===== src/rtl/c64_pkg.sv =====
// Shared C64 constants: CPU port addresses and port bit roles.
// Also holds the small read-back helper used by the port mux.
package c64_pkg;

   localparam logic [15:0] CPU_PORT_DDR_ADDR  = 16'h0000;
   localparam logic [15:0] CPU_PORT_DATA_ADDR = 16'h0001;

   localparam int PORT_LORAM     = 0;
   localparam int PORT_HIRAM     = 1;
   localparam int PORT_CHAREN    = 2;
   localparam int PORT_CAS_WR    = 3;
   localparam int PORT_CAS_SENSE = 4;
   localparam int PORT_CAS_MOTOR = 5;
   localparam int PORT_FADE_LO   = 6;
   localparam int PORT_FADE_HI   = 7;

   // Level seen on a port pin: driven value when an output,
   // otherwise whatever keeps the pin when undriven.
   function automatic logic pin_level(
      input logic oe,
      input logic drv,
      input logic idle
   );
      return oe ? drv : idle;
   endfunction

endpackage


===== src/rtl/cpu_port_if.sv =====
// CPU core bus as seen by the 6510 on-chip I/O port.
// master = CPU core side, slave = port side.
interface cpu_port_if;
   logic        ce;
   logic [15:0] A;
   logic        R__W;
   logic [7:0]  din;
   logic [7:0]  dout;
   logic        dout_en;

   modport master (
      output ce, A, R__W, din,
      input  dout, dout_en
   );

   modport slave (
      input  ce, A, R__W, din,
      output dout, dout_en
   );
endinterface


===== src/rtl/cpu_port_fade.sv =====
// Charge/decay model of one undriven port bit (6 or 7).
// A retained 1 bleeds to 0 after FADE_CYCLES ce cycles.
module cpu_port_fade #(
   parameter int FADE_CYCLES = 350000,
   parameter int FADE_W      = 20
) (
   input  logic clk,
   input  logic reset,
   input  logic ce,
   input  logic ddr_cur,
   input  logic ddr_nxt,
   input  logic data_nxt,
   input  logic wr_data,
   output logic fade
);

   localparam logic [FADE_W-1:0] LAST = FADE_W'(FADE_CYCLES - 1);

   logic [FADE_W-1:0] cnt;
   logic              charge;

   // Driving the bit, rewriting it, or releasing it all reload the
   // latch with the level the pin carries after this cycle's write.
   assign charge = ddr_nxt | wr_data | (ddr_cur & ~ddr_nxt);

   // Latch follows charge events, otherwise decays while it holds a 1.
   always_ff @(posedge clk or posedge reset) begin
      if (reset) begin
         fade <= 1'b0;
         cnt  <= '0;
      end else if (ce) begin
         if (charge) begin
            fade <= data_nxt;
            cnt  <= '0;
         end else if (fade) begin
            if (cnt == LAST) begin
               fade <= 1'b0;
               cnt  <= '0;
            end else begin
               cnt <= cnt + 1'b1;
            end
         end else begin
            cnt <= '0;
         end
      end
   end

endmodule


===== src/rtl/cpu_port.sv =====
// 6510 on-chip I/O port: DDR at $0000, data at $0001.
// Drives the PLA banking lines and cassette pins.
module cpu_port
   import c64_pkg::*;
#(
   parameter int FADE_CYCLES = 350000,
   parameter int FADE_W      = 20
) (
   input  logic           clk,
   input  logic           reset,
   cpu_port_if.slave      bus,
   input  logic [7:0]     pins_in,
   output logic [7:0]     port_out,
   output logic [7:0]     port_oe,
   output logic           _LORAM,
   output logic           _HIRAM,
   output logic           _CHAREN
);

   logic [7:0] ddr;
   logic [7:0] data;
   logic [7:0] ddr_nxt;
   logic [7:0] data_nxt;
   logic [7:0] rd_val;
   logic [7:6] fade;
   logic       hit_ddr;
   logic       hit_data;
   logic       wr_ddr;
   logic       wr_data;
   logic       unused_pins;

   assign hit_ddr  = (bus.A == CPU_PORT_DDR_ADDR);
   assign hit_data = (bus.A == CPU_PORT_DATA_ADDR);
   assign wr_ddr   = bus.ce & ~bus.R__W & hit_ddr;
   assign wr_data  = bus.ce & ~bus.R__W & hit_data;

   assign ddr_nxt  = wr_ddr  ? bus.din : ddr;
   assign data_nxt = wr_data ? bus.din : data;

   // Port registers load straight from the CPU write data.
   always_ff @(posedge clk or posedge reset) begin
      if (reset) begin
         ddr  <= 8'h00;
         data <= 8'h00;
      end else if (bus.ce) begin
         if (wr_ddr) begin
            ddr <= bus.din;
         end
         if (wr_data) begin
            data <= bus.din;
         end
      end
   end

   for (genvar b = PORT_FADE_LO; b <= PORT_FADE_HI; b++) begin : g_fade
      cpu_port_fade #(
         .FADE_CYCLES (FADE_CYCLES),
         .FADE_W      (FADE_W)
      ) u_fade (
         .clk      (clk),
         .reset    (reset),
         .ce       (bus.ce),
         .ddr_cur  (ddr[b]),
         .ddr_nxt  (ddr_nxt[b]),
         .data_nxt (data_nxt[b]),
         .wr_data  (wr_data),
         .fade     (fade[b])
      );
   end

   // Per-bit read-back of $0001: pull-ups, cassette pins, fading bits.
   always_comb begin
      rd_val = 8'h00;
      if (hit_ddr) begin
         rd_val = ddr;
      end else begin
         for (int i = 0; i < 3; i++) begin
            rd_val[i] = pin_level(ddr[i], data[i], 1'b1);
         end
         for (int i = 3; i < 6; i++) begin
            rd_val[i] = pin_level(ddr[i], data[i], pins_in[i]);
         end
         for (int i = 6; i < 8; i++) begin
            rd_val[i] = pin_level(ddr[i], data[i], fade[i]);
         end
      end
   end

   assign bus.dout_en = bus.R__W & (hit_ddr | hit_data);
   assign bus.dout    = bus.dout_en ? rd_val : 8'h00;

   assign port_out = data;
   assign port_oe  = ddr;

   assign _LORAM  = pin_level(ddr[PORT_LORAM],  data[PORT_LORAM],  1'b1);
   assign _HIRAM  = pin_level(ddr[PORT_HIRAM],  data[PORT_HIRAM],  1'b1);
   assign _CHAREN = pin_level(ddr[PORT_CHAREN], data[PORT_CHAREN], 1'b1);

   assign unused_pins = ^{pins_in[7:6], pins_in[2:0]};

endmodule

===== src/flat_wrapper.sv =====
// flat-port wrapper written by rule: the top's interface ports become plain ports
module cpu_port_flat import c64_pkg::*;
#(
   parameter int FADE_CYCLES = 350000,
   parameter int FADE_W      = 20
)
  (clk, reset, pins_in, port_out, port_oe, _LORAM, _HIRAM, _CHAREN, bus_ce, bus_A, bus_R__W, bus_din, bus_dout, bus_dout_en);
  cpu_port_if bus_i ();
  input  logic clk;
  input  logic reset;
  input  logic [7:0] pins_in;
  output logic [7:0] port_out;
  output logic [7:0] port_oe;
  output logic _LORAM;
  output logic _HIRAM;
  output logic _CHAREN;
  input wire logic [$bits(bus_i.ce)-1:0] bus_ce;
  input wire logic [$bits(bus_i.A)-1:0] bus_A;
  input wire logic [$bits(bus_i.R__W)-1:0] bus_R__W;
  input wire logic [$bits(bus_i.din)-1:0] bus_din;
  output wire logic [$bits(bus_i.dout)-1:0] bus_dout;
  output wire logic [$bits(bus_i.dout_en)-1:0] bus_dout_en;
  assign bus_i.ce = bus_ce;
  assign bus_i.A = bus_A;
  assign bus_i.R__W = bus_R__W;
  assign bus_i.din = bus_din;
  assign bus_dout = bus_i.dout;
  assign bus_dout_en = bus_i.dout_en;
  cpu_port #(.FADE_CYCLES(FADE_CYCLES), .FADE_W(FADE_W)) u_core (.clk(clk), .reset(reset), .bus(bus_i), .pins_in(pins_in), .port_out(port_out), .port_oe(port_oe), ._LORAM(_LORAM), ._HIRAM(_HIRAM), ._CHAREN(_CHAREN));
endmodule

===== config.mk =====
export PLATFORM = sky130hd
export DESIGN_NAME = cpu_port_flat
export DESIGN_NICKNAME = d
export VERILOG_FILES = /design/src/rtl/c64_pkg.sv /design/src/rtl/cpu_port_if.sv /design/src/rtl/cpu_port_fade.sv /design/src/rtl/cpu_port.sv /design/src/flat_wrapper.sv
export SDC_FILE = /design/constraint.sdc
export NUM_CORES = 1
export LEC_CHECK = 0
export BUFFER_PORTS_ARGS = -buffer_cell sky130_fd_sc_hd__buf_2
export CAP_MARGIN = 20
export CORE_MARGIN = 4
export CORE_UTILIZATION = 35
export DETAILED_ROUTE_END_ITERATION = 8
export GPL_TIMING_DRIVEN = 1
export PLACE_DENSITY = 0.59
export RECOVER_POWER = 25
export SLEW_MARGIN = 20
export SYNTH_ARGS = -nofsm -noshare
export SYNTH_HDL_FRONTEND = slang
export SYNTH_HIERARCHICAL = 1
export SYNTH_SLANG_ARGS = --single-unit

===== constraint.sdc =====
create_clock -name clk -period 2.04 [get_ports clk]
set_clock_uncertainty 0.2 [all_clocks]
set_input_delay 0.306 -clock clk [delete_from_list [all_inputs] [get_ports clk]]
set_output_delay 0.306 -clock clk [all_outputs]
set_load 0.01 [all_outputs]

==> flow_metrics.py, run 1 <==
metrics = {
    "clocking": {
        "ctsLongestPathBuffers": 2,
        "numCtsBuffers": 9,
        "clk_latency_ns": 0.34,
        "cts-root-buf": "clkbuf_8",
        "cts_tree": "done",
        "htree_levels": 3,
        "clkSinkCount": 58,
        "clk_pin_slew_worst_paths_ns": 0.07,
    },
    "yosys": {
        "yosys-top-cells-count": "dfrtp_1, nor2_1, mux2_2",
        "yosysMostFrequentCell": "dfrtp_1",
        "synth_cell_type_count": 46,
        "synth_flop_cell": "dfrtp_1",
        "synth.cell_area_sq_mm": 0.00337,
        "ys_top_cells_by_area": "dfrtp_1, mux2_2, xor2_1",
        "yosys.area.top_type": "dfrtp_1",
        "synth_area_per_cell_sq_um": 10.3,
        "synth_nets": 366,
        "yosysSeqAreaShare": 0.430,
        "netlist.area_leader.share": 0.430,
        "ys.warnings.count": 6,
        "syn_inst": 328,
        "ys_seq_elements": 58,
        "synth_edf_count": 0,
        "async_flop_share": 1.00,
    },
    "global_route": {
        "busiest_layer": "met2",
        "grt_use_met3": 0.0376,
        "grt_pass1_vias": 2992,
        "met1_usage": 0.210,
        "met2_usage": 0.268,
        "grt_usage": 0.161,
        "grt_antenna_before_repair": 0,
        "grt_pass1_wl_um": 14700,
        "overflow": 0,
        "grt_max_degree": 31,
    },
    "die": {
        "ios": 64,
        "num_rows": 35,
        "die_x_um": 106,
        "die_area_sq_mm": 0.0113,
        "initial_utilization": 0.362,
        "die_h_um": 106,
        "core_area_sq_mm": 0.00933,
    },
    "detailed_routing": {
        "ant_nets": 0,
        "routedWlPerCell_um": 15.3,
        "via_count": 2954,
        "detail_route.iter0.violations": 65,
        "dr.pass1.iters": 4,
        "postRouteWirelength_um": 8820,
        "drc": 0,
        "viasPerCell": 5.12,
    },
    "timing": {
        "period_minus_slack_ns": 2.64,
        "fin_crit_sh": 1.30,
        "setup_tns_ns": -20.82,
        "worst_pin_slew_ns": 0.636,
        "maxSlewHeadroom": 0.576,
        "setup_slack_ns": -0.602,
        "finalHoldViolCount": 0,
        "slew_viol_final": 0,
        "max_freq_mhz": 378,
        "fin_hold_ws_ns": 0.0129,
        "rsz0062_at_grt": "yes",
        "setup_viol": 51,
    },
    "power": {
        "vdd_drop_max_uv": 464,
        "p_leak_uw": 0.00223,
        "p_per_area_mw_per_mm2": 703,
    },
    "place": {
        "placement.io_buffers": 58,
        "post_dp_cell_area_sq_mm": 0.00419,
        "gp_congestion": 0.791,
        "hpwlAfterDp_um": 6150,
        "place_worst_setup_slack_ns": -0.958,
        "dp.cells": 551,
    },
    "status": {
        "run_status": "finished, violations left",
        "violations": "negative setup slack",
    },
    "cells_and_area": {
        "syn2layout_area_growth_pct": 41.7,
        "drive_gt1_frac": 0.480,
        "final_cell_area_sq_mm": 0.00478,
        "fin_cells": 577,
        "nNetsFinal": 481,
        "antenna_cells": 0,
        "fillers": 836,
    },
    "setup_path": {
        "cp-end-kind": "flip-flop",
        "crit_fanout": 8,
        "cp.arrival_ns": 2.67,
        "cp-start-kind": "input pin",
        "crit_type": "input pin to flip-flop",
        "crit_required_ns": 2.07,
    },
    "run": {
        "maxCapViolCount": 0,
    },
    "hold_path": {
        "min_path_type": "input pin to flip-flop",
    },
}
path summary, 6_finish.rpt:
| check | startpoint | to | slack (ns) | cells after the start |
|---|---|---|---|---|
| worst max register to register | u_core/g_fade[6].u_fade/cnt[6] | u_core/g_fade[6].u_fade/cnt[15] | -0.14 | 6 |
| max in group asynchronous | reset | u_core/g_fade[7].u_fade/cnt[6] | 0.69 | 4 |
| worst min register to register | u_core/port_out[0] | u_core/port_out[0] | 0.32 | 1 |
| worst max-delay path | bus_A[9] | u_core/g_fade[6].u_fade/cnt[3] | -0.60 | 12 |
| min in group asynchronous | reset | u_core/port_oe[7] | 0.45 | 3 |
| worst min-delay path | bus_din[0] | u_core/port_oe[0] | 0.01 | 2 |
report_power, final:
part	internal (uW)	total [uW]	switching, uW
Combinational	411	830	420
Clock	593	1070	473
Sequential	1280	1460	180
placed cells by master (no fill, tap or decap), types with 7 or more instances in the layout:
master,netlist,final
buf_2,3,52
buf_4,3,44
buf_6,2,14
clkbuf_8,0,10
dfrtp_1,58,58
inv_1,10,10
mux2_2,22,17
nand2_1,20,19
nand2b_1,13,13
nand3_1,20,16
nand4_1,8,8
nor2_1,26,18
nor2_2,0,7
nor2b_1,12,12
xor2_1,12,12
logic make-up (layout without fill, tap and decap cells):
| logic type | count (synthesis) | in the layout | share of synthesized area |
|---|---|---|---|
| adders and majority gates | 2 | 2 | 0.00742 |
| and+or+nand+nor | 153 | 153 | 0.278 |
| AOI/OAI and AO/OA | 48 | 48 | 0.119 |
| DFF | 58 | 58 | 0.430 |
| xor gates and xnor gates | 16 | 16 | 0.0416 |
| muxes | 27 | 27 | 0.0883 |
| buffers and inverters | 24 | 144 | 0.0356 |
flip-flops by register name (all words and copies together), names as in the netlist:
signal                     cells
u_core/g_fade.u_fade/cnt      40
u_core/port_oe                 8
u_core/port_out                8
u_core/g_fade.u_fade/fade      2
final cells by class:
type,count,area [sq um],share of cell area
multi-input combinational,246,2120,0.443
sequential,58,1450,0.304
timing repair buffer,118,815,0.170
tap,129,161,0.0338
clock buffer,11,141,0.0296
clock inverter,5,53.8,0.0113
inverter,10,37.5,0.00785
worst max-delay path, cell delays in order:
cell      delay, ns
buf_6          0.09
nor4_2         0.24
nand2_1        0.14
or2_4          0.26
nor4b_2        0.20
buf_4          0.17
mux2_4         0.31
nor3_4         0.12
and2_4         0.18
o31a_1         0.24
nand2_4        0.15
o311ai_4       0.27
metrics by stage:
stage	util	total power, uW
6_report	0.512	3360
5_1_grt	0.512	3540
4_1_cts	0.496	3290
3_5_place_dp	0.449	2110
3_3_place_gp	0.449	2100
2_1_floorplan	-	1860
per-layer routing:
metal,vias to the layer above,share of wire
met5,-,0
met4,0,0.011
met3,9,0.042
met2,58,0.49
met1,1450,0.46
li1,1437,-
repair_timing:
| action | CTS | global route |
|---|---|---|
| endpoints found under the setup margin | 51 | 56 |
| hold buffers | 3 | 0 |
| pin swaps | 8 | 12 |
| cloned | 1 | 0 |
| hold endpoints to repair | 60 | 0 |
| setup buffers | 4 | 3 |
| resized for setup | 35 | 35 |
(Power assumes the default switching activity.)
==> run 2, diff against run 1 <==
--- a/config.mk
+++ b/config.mk
@@ -9,6 +9,7 @@
 export CAP_MARGIN = 20
 export CORE_MARGIN = 4
 export CORE_UTILIZATION = 35
+export CTS_BUF_LIST = sky130_fd_sc_hd__clkbuf_8
 export DETAILED_ROUTE_END_ITERATION = 8
 export GPL_TIMING_DRIVEN = 1
 export PLACE_DENSITY = 0.59
==> flow_metrics.py, run 2 (synthesis gave the netlist of run 1 again) <==
metrics = {
    "status": {
        "run_status": "finished, violations left",
        "violations": "negative setup slack",
    },
    "cells_and_area": {
        "layout_common_cells": "dfrtp_1, buf_2, buf_4",
        "drive_gt1_frac": 0.480,
        "syn2layout_area_growth_pct": 41.7,
        "fin_cells": 577,
        "fillers": 836,
        "largest_reg_flops": 40,
        "multi_input_area_sq_mm": 0.00212,
        "final_cell_area_sq_mm": 0.00478,
        "regArea_sq_mm": 0.00145,
        "final_common_cell": "dfrtp_1",
        "antenna_cells": 0,
        "top_register": "u_core/g_fade.u_fade/cnt",
        "nNetsFinal": 481,
    },
    "setup_path": {
        "crit_fanout": 8,
        "critPathSlowestCell": "mux2_4",
        "rrSetupSlack_ns": -0.17,
        "timing.rr.start": "u_core/g_fade[6].u_fade/cnt[6]",
        "max_stage_delay_ns": 0.31,
        "crit_buf_inv": 2,
        "crit_type": "input pin to flip-flop",
        "crit_path_start": "bus_A[9]",
        "cp-start-kind": "input pin",
        "r2r_end": "u_core/g_fade[6].u_fade/cnt[15]",
        "cp.arrival_ns": 2.67,
        "crit_required_ns": 2.07,
        "reg2regPathDepth": 6,
        "crit_chain": "buf_6 -> nor4_2 -> nand2_1 -> or2_4 -> nor4b_2 -> buf_4 -> mux2_4 -> nor3_4 -> and2_4 -> o31a_1 -> nand2_4 -> o311ai_4",
        "cp-end-kind": "flip-flop",
        "crit_family": "simple AND/OR/NAND/NOR gates",
    },
    "clocking": {
        "clk_pin_slew_worst_paths_ns": 0.07,
        "cts-root-buf": "clkbuf_8",
        "htree_levels": 3,
        "clk_latency_ns": 0.34,
        "ctsLongestPathBuffers": 2,
        "cts_tree": "done",
        "numCtsBuffers": 9,
        "clkSinkCount": 58,
    },
    "timing": {
        "setup_slack_ns": -0.603,
        "maxSlewHeadroom": 0.576,
        "slew_viol_final": 0,
        "fin_crit_sh": 1.30,
        "rsz0062_at_grt": "yes",
        "max_freq_mhz": 378,
        "finalHoldViolCount": 0,
        "setup_tns_ns": -20.83,
        "setup_viol": 51,
        "fin_hold_ws_ns": 0.0126,
        "worst_pin_slew_ns": 0.636,
        "period_minus_slack_ns": 2.64,
    },
    "global_route": {
        "grt_antenna_before_repair": 0,
        "grt_usage": 0.161,
        "grt_pass1_vias": 2992,
        "overflow": 0,
        "grt_pass1_wl_um": 14700,
        "grt_max_degree": 31,
    },
    "hold_path": {
        "hold_depth": 2,
        "min_path_type": "input pin to flip-flop",
        "hold_end": "u_core/port_oe[0]",
        "hold_start": "bus_din[0]",
    },
    "place": {
        "gp_congestion": 0.791,
        "hpwlAfterDp_um": 6150,
        "post_dp_cell_area_sq_mm": 0.00419,
        "place_worst_setup_slack_ns": -0.958,
        "dp.cells": 551,
        "placement.io_buffers": 58,
    },
    "die": {
        "die_x_um": 106,
        "initial_utilization": 0.362,
        "core_area_sq_mm": 0.00933,
        "num_rows": 35,
        "die_area_sq_mm": 0.0113,
        "die_h_um": 106,
        "ios": 64,
    },
    "detailed_routing": {
        "detail_route.iter0.violations": 69,
        "ant_nets": 0,
        "viasPerCell": 5.11,
        "postRouteWirelength_um": 8820,
        "dr.pass1.iters": 4,
        "routedWlPerCell_um": 15.3,
        "drc": 0,
        "via_count": 2951,
    },
    "run": {
        "maxCapViolCount": 0,
    },
    "power": {
        "p_per_area_mw_per_mm2": 702,
        "vdd_drop_max_uv": 464,
        "p_leak_uw": 0.00223,
    },
}
## run 2: changes by cell type in the layout (fill, tap and decap cells not counted)
cell and change:
clkbuf_1 -1, inv_1 +1
## run 2: worst max-delay path by stage
stage,to,slack (ns),depth (start not counted)
after global placement,u_core/g_fade[7].u_fade/cnt[17],-0.92,12
final,u_core/g_fade[6].u_fade/cnt[3],-0.60,12
after detailed placement,u_core/g_fade[6].u_fade/cnt[7],-0.96,12
after CTS,u_core/g_fade[6].u_fade/cnt[3],-0.56,12
after floorplan,u_core/g_fade[6].u_fade/cnt[3],-0.74,12
after global routing,u_core/g_fade[6].u_fade/cnt[3],-0.69,12
## run 2: power by group
part / switching [uW] / leakage, uW / internal, uW
clock network: 471 / 0.000107 / 588
logic: 420 / 0.00135 / 411
registers: 180 / 0.000771 / 1280
## run 2: cell type report
type	instances	area share
multi-input combinational	246	0.443
sequential	58	0.304
timing repair buffer	118	0.170
tap	129	0.0338
clock buffer	10	0.0288
clock inverter	6	0.0120
inverter	10	0.00785
## run 2: through the flow
stage,power (uW),utilization
after floorplan,1860,-
after global placement,2100,0.449
after detailed placement,2110,0.449
after CTS,3290,0.496
after global routing,3540,0.512
final,3350,0.512
## run 2: routing by layer
layer | GRT usage | vias to the layer above | wire, um
met3 | 0.0376 | 9 | 375
met1 | 0.210 | 1448 | 4020
met2 | 0.268 | 58 | 4330
met5 | 0 | - | 0
li1 | - | 1436 | -
met4 | 0.0453 | 0 | 99
## run 2: repair_timing
item / CTS / global route
setup buffers: 4 / 3
hold buffers: 3 / 0
pin swaps: 8 / 12
gates resized for setup: 35 / 35
hold endpoints to repair: 60 / 0
cloned: 1 / 0
endpoints found under the setup margin: 51 / 56
